File: config.mk
export PLATFORM = sky130hd
export DESIGN_NAME = hazard_ctrl_unit
export DESIGN_NICKNAME = d
export VERILOG_FILES = /design/src/rtl/rv32i_pkg.sv /design/src/rtl/fwd_unit.sv /design/src/rtl/hazard_ctrl_unit.sv
export SDC_FILE = /design/constraint.sdc
export NUM_CORES = 1
export LEC_CHECK = 0
export ABC_AREA = 1
export BUFFER_PORTS_ARGS = -buffer_cell sky130_fd_sc_hd__buf_2
export CAP_MARGIN = 30
export CORE_ASPECT_RATIO = 0.5
export CORE_MARGIN = 2
export CORE_UTILIZATION = 53
export DETAILED_ROUTE_END_ITERATION = 10
export PLACE_DENSITY = 0.81
export SLEW_MARGIN = 20
export SYNTH_ARGS = -nofsm -noshare
export SYNTH_HDL_FRONTEND = slang
export SYNTH_SLANG_ARGS = --single-unit
File: constraint.sdc
create_clock -name clk -period 2.9 [get_ports clk]
set_input_delay 0.29 -clock clk [delete_from_list [all_inputs] [get_ports clk]]
set_output_delay 0.29 -clock clk [all_outputs]
set_load 0.03 [all_outputs]
File: src/rtl/rv32i_pkg.sv
// Shared types for the RV32I core pipeline.
// Holds datapath widths, forwarding select and hazard FSM state encodings.
package rv32i_pkg;

  localparam int DPW = 32;
  localparam int ADW = 5;

  typedef enum logic [1:0] {
    FWD_RF = 2'b00,
    FWD_W  = 2'b01,
    FWD_M  = 2'b10
  } fwd_sel_t;

  typedef enum logic [1:0] {
    RUN      = 2'b00,
    MEM_WAIT = 2'b01,
    ERROR    = 2'b10
  } hz_state_t;

endpackage

File: src/rtl/fwd_unit.sv
// E-stage operand forwarding select for one source register.
// Ports: rs (E source), rdM/rdW + regwriteM/W (producers), sel (fwd_sel_t).
import rv32i_pkg::*;

module fwd_unit #(
  parameter int AW = ADW
) (
  input  logic [AW-1:0] rs,
  input  logic [AW-1:0] rdM,
  input  logic [AW-1:0] rdW,
  input  logic          regwriteM,
  input  logic          regwriteW,
  output fwd_sel_t      sel
);

  // M is younger than W, so it wins; x0 is never forwarded.
  always_comb begin
    sel = FWD_RF;
    if (regwriteM && rdM != '0 && rdM == rs)
      sel = FWD_M;
    else if (regwriteW && rdW != '0 && rdW == rs)
      sel = FWD_W;
  end

endmodule

File: src/rtl/hazard_ctrl_unit.sv
// Pipeline hazard controller: forwarding, load-use stall, redirect flush,
// memory-wait freeze with timeout error, saturating stall/flush counters.
import rv32i_pkg::*;

module hazard_ctrl_unit #(
  parameter int TMO_CYC = 64,
  parameter int CNT_W   = 16
) (
  input  logic             clk,
  input  logic             arst,
  input  logic [ADW-1:0]   rs1D,
  input  logic [ADW-1:0]   rs2D,
  input  logic [ADW-1:0]   rs1E,
  input  logic [ADW-1:0]   rs2E,
  input  logic [ADW-1:0]   rdE,
  input  logic             regwriteE,
  input  logic             resultsrcE,
  input  logic [ADW-1:0]   rdM,
  input  logic [ADW-1:0]   rdW,
  input  logic             regwriteM,
  input  logic             regwriteW,
  input  logic             pcsrcE,
  input  logic             dmem_req,
  input  logic             dmem_ready,
  input  logic             err_clr,
  input  logic             cnt_clr,
  output logic [1:0]       forwardAE,
  output logic [1:0]       forwardBE,
  output logic             stallF,
  output logic             stallD,
  output logic             stallE,
  output logic             stallM,
  output logic             stallW,
  output logic             flushD,
  output logic             flushE,
  output logic             err_tmo,
  output logic [CNT_W-1:0] stall_cnt,
  output logic [CNT_W-1:0] flush_cnt
);

  localparam int TW = $clog2(TMO_CYC);
  localparam logic [TW-1:0] TMO_LAST = TW'(TMO_CYC - 1);

  hz_state_t      state;
  logic [TW-1:0]  tmo_cnt;
  fwd_sel_t       fwd_a;
  fwd_sel_t       fwd_b;
  logic           lduse;
  logic           freeze;
  logic           redir;
  logic           ldstall;

  fwd_unit u_fwd_a (
    .rs        (rs1E),
    .rdM       (rdM),
    .rdW       (rdW),
    .regwriteM (regwriteM),
    .regwriteW (regwriteW),
    .sel       (fwd_a)
  );

  fwd_unit u_fwd_b (
    .rs        (rs2E),
    .rdM       (rdM),
    .rdW       (rdW),
    .regwriteM (regwriteM),
    .regwriteW (regwriteW),
    .sel       (fwd_b)
  );

  assign forwardAE = arst ? FWD_RF : fwd_a;
  assign forwardBE = arst ? FWD_RF : fwd_b;

  assign lduse = resultsrcE && regwriteE && rdE != '0 &&
                 (rdE == rs1D || rdE == rs2D);

  // A zero-wait access (ready in the request cycle) never freezes.
  assign freeze = (state == MEM_WAIT && !dmem_ready) ||
                  (state == ERROR) ||
                  (state == RUN && dmem_req && !dmem_ready);

  // Mutually exclusive priority terms: freeze > redirect > load-use.
  assign redir   = !freeze && pcsrcE;
  assign ldstall = !freeze && !pcsrcE && lduse;

  always_comb begin
    stallF = 1'b0;
    stallD = 1'b0;
    stallE = 1'b0;
    stallM = 1'b0;
    stallW = 1'b0;
    flushD = 1'b0;
    flushE = 1'b0;
    if (arst) begin
      flushD = 1'b1;
      flushE = 1'b1;
    end else begin
      unique case (1'b1)
        freeze: begin
          stallF = 1'b1;
          stallD = 1'b1;
          stallE = 1'b1;
          stallM = 1'b1;
          stallW = 1'b1;
        end
        redir: begin
          flushD = 1'b1;
          flushE = 1'b1;
        end
        ldstall: begin
          stallF = 1'b1;
          stallD = 1'b1;
          flushE = 1'b1;
        end
        default: ;
      endcase
    end
  end

  always_ff @(posedge clk or posedge arst) begin
    if (arst) begin
      state   <= RUN;
      tmo_cnt <= '0;
      err_tmo <= 1'b0;
    end else begin
      unique case (state)
        RUN: begin
          if (dmem_req && !dmem_ready) begin
            state   <= MEM_WAIT;
            tmo_cnt <= TW'(1);
          end
        end
        MEM_WAIT: begin
          if (dmem_ready) begin
            state <= RUN;
          end else if (tmo_cnt == TMO_LAST) begin
            state   <= ERROR;
            err_tmo <= 1'b1;
          end else begin
            tmo_cnt <= tmo_cnt + 1'b1;
          end
        end
        ERROR: begin
          if (err_clr) begin
            state   <= RUN;
            err_tmo <= 1'b0;
          end
        end
        default: state <= RUN;
      endcase
    end
  end

  always_ff @(posedge clk or posedge arst) begin
    if (arst) begin
      stall_cnt <= '0;
      flush_cnt <= '0;
    end else if (cnt_clr) begin
      stall_cnt <= '0;
      flush_cnt <= '0;
    end else begin
      if (stallF && stall_cnt != '1)
        stall_cnt <= stall_cnt + 1'b1;
      if (flushE && flush_cnt != '1)
        flush_cnt <= flush_cnt + 1'b1;
    end
  end

endmodule

==> summary.md <==
| Metric | Value |
|---|---|
| Yosys Warn Count | `0` |
| GPL Wtd Cong | `0.861` |
| Syn-to-layout area delta | `20.5%` |
| Post_cts resized | `0` |
| Count of cell types in the netlist | `36` |
| Asr flop ratio synth | `between 90% and 100%` |
| RSZ-0062 raised after global routing | `false` |
| GRT Residual Overflow | `0` |
| EDFF count, synth | `0` |
| # rows | `20` |
| Ports | `90` |
| NumNets Final | `between 500 and 600` |
| CTS Buffer Depth | `2` |
| Overall die height | `59.7 um` |
| Flops & latches, synth | `a little over 40` |
| Post-layout util | `65.6%` |
| Post-DP HPWL | `5750 um` |
| Maximum number of pins on one net before global-route repair | `41` |
| Register area share after synthesis | `31.2%` |
| Die W | `115 um` |
| Max Freq | `440 MHz` |
| Arrival time worst endpoint | `between 1.5 and 2 ns` |
| Routed Antenna Nets | `0` |
| M2 GR Usage | `41.6%` |
| Fin. Hold Viols | `0` |
| Syn_nets | `500` |
| Dominant synthesized flop cell | `dfrtp_1` |
| Pwr dens | `390 mW/mm2` |
| Status | `finished, final reports clean` |
| Leak pwr | `~2.3 nW` |
| CTS tree | `done` |
| Max-slew violations | `0` |
| Mean Syn Cell Area | `7.28 um2` |
| Worst Skew | `0.00724 ns` |
| Initial antenna violation count | `0` |
| Root Buffer | `clkbuf_16` |
| Initial core utilization | `about 54%` |
| Layout cells sized above 1 | `25.9%` |
| Commonest non-fill, non-tap cell in the layout | `nand2_1` |
| Peak VDD IR | `~0.24 mV` |
| Min Tclk post-route | `2.27 ns` |
| Max_slew headroom | `68.8%` |
| Clk slew on worst S/H paths | `roughly 0.060 ns` |
| Depth of the CTS H-tree | `2` |
| Final wirelength | `between 7000 and 8000 um` |
| Critical path required time | `2.61 ns` |
| Gr busiest metal | `met2` |
| Sum of negative setup slack | `0 ns` |
| Vias in the first global route | `2,906` |
| Hold Path Class | `in2reg` |
| Clock Latency Late Sink | `0.28 ns` |
| Period utilization | `78.4%` |
| Core region area | `roughly 0.0060 mm2` |
| Area of the die | `0.00688 mm2` |
| Critical Path End Type | `output port` |
| DRC Markers | `0` |
| GRT Total Usage | `23.3%` |
| # diodes | `0` |
| Setup-failing EPs final | `0` |
| Met1 Resource Use GR | `30.1%` |
| Reported max-cap violation count | `0` |
| Clock sinks | `41` |
| TritonCTS Buffers | `5` |
| First-pass GRT wire length | `approximately 13,000 um` |
| Most frequent cells in the layout | `nand2_1, buf_2, inv_1` |
| Slew @ Worst Pin | `0.467 ns` |
| Routed wire per std cell | `between 10 and 15 um` |
| Routing usage on met3 | `3.75%` |
| Mapped Cells | `between 400 and 500` |
| CP startpoint kind | `input pin` |
| CP Class | `in2out` |
| Via Count | `roughly 3,200` |
| Vias/cell | `5.10` |
| Buffers added on ports | `89` |
| Post-Syn Area | `0.00328 mm2` |
| Initial DRC count | `145` |
| Worst-path maximum fanout | `13` |
| DRT Pass-1 Iters | `4` |
[per-layer routing]
| layer | share of wire (%) | vias up | routed length [um] |
|---|---|---|---|
| li1 | - | 1649 | - |
| met1 | 48 | 1456 | 3610 |
| met2 | 47 | 70 | 3580 |
| met3 | 4.2 | 7 | 317 |
| met4 | 0.73 | 0 | 55 |
| met5 | 0 | - | 0 |
[critical path, stage by stage]
cell,delay (ns)
dlygate4sd3_1,0.54
buf_2,0.16
inv_2,0.23
nand2_1,0.10
a211oi_1,0.22
nand3_1,0.12
a21oi_1,0.12
buf_2,0.21
[cell families (layout without fill, tap and decap cells)]
group | count (synthesis) | count (layout) | synth area share [%]
buffers and inverters | 79 | 164 | 10.3
XOR/XNOR | 44 | 44 | 11.7
AO/OA/AOI/OAI | 23 | 23 | 4.15
adder cells (fa/ha/maj) | 3 | 3 | 1.14
flip-flops | 41 | 41 | 31.2
AND/OR/NAND/NOR | 261 | 261 | 41.4
[per-stage QoR]
stage | power, W | cell area (um2) | hold slack (ns) | std cells | setup slack [ns]
after global routing | 0.00162 | 3960 | 0.245 | 624 | 0.459
final | 0.00154 | 3960 | 0.222 | 624 | 0.625
after global placement | 0.000891 | 3750 | 0.289 | 614 | 1.04
after CTS | 0.00156 | 3960 | 0.220 | 624 | 0.595
after floorplan | 0.000813 | 3280 | 0.397 | 451 | 0.428
after detailed placement | 0.000900 | 3770 | 0.285 | 615 | 1.05
[worst paths after layout]
check,from,endpoint,slack [ns],depth (start not counted)
worst min-delay path,err_clr,err_tmo,0.22,2
worst max register to register,flush_cnt[0],flush_cnt[13],1.02,9
worst max-delay path,arst,forwardAE[0],0.63,8
min in group asynchronous,arst,state[1],0.54,3
worst min register to register,state[1],err_tmo,0.54,1
max in group asynchronous,arst,stall_cnt[13],1.63,4
[synthesized netlist by cell type, types with 4 or more instances]
cell | number | area share (%)
nor2_1 | 36 | 4.1
a21oi_1 | 7 | 1.1
dfrtp_1 | 41 | 31
nor2_4 | 4 | 1.4
o21ai_0 | 7 | 1.1
nor3_1 | 4 | 0.61
nand3_2 | 12 | 3.7
or2_2 | 4 | 0.76
xor2_1 | 30 | 8.0
xnor2_1 | 14 | 3.7
buf_4 | 4 | 0.91
nand2_1 | 104 | 12
inv_2 | 6 | 0.69
nand3_1 | 42 | 6.4
nand2_2 | 4 | 0.76
inv_1 | 58 | 6.6
buf_2 | 6 | 0.91
nand4_1 | 38 | 7.2
[power by group]
| group | total [W] | switching, W | leakage [nW] | internal (W) |
|---|---|---|---|---|
| Clock | 0.000649 | 0.000220 | 0.0831 | 0.000429 |
| Combinational | 0.000278 | 0.000183 | 1.61 | 0.0000947 |
| Sequential | 0.000615 | 0.0000195 | 0.562 | 0.000595 |
[registers in the layout, indices dropped and copies added, names as in the netlist]
| name | flops |
|---|---|
| flush_cnt | 16 |
| stall_cnt | 16 |
| tmo_cnt | 6 |
| state | 2 |
| err_tmo | 1 |
[repair_timing]
item | in CTS | in global routing
buffers inserted | 0 | 0
endpoints found under the setup margin | 0 | 0
hold buffers | 1 | 0
endpoints found under the hold margin | 8 | 0
[final cells by class]
| class | instances | area, um2 |
|---|---|---|
| sequential | 41 | 1030 |
| fill | 531 | 2070 |
| multi-input combinational | 331 | 1920 |
| inverter | 64 | 240 |
| tap | 88 | 110 |
| clock buffer | 6 | 139 |
| clock inverter | 2 | 37.5 |
| timing repair buffer | 92 | 483 |
Note: power is estimated with default switching activity, not from simulation.
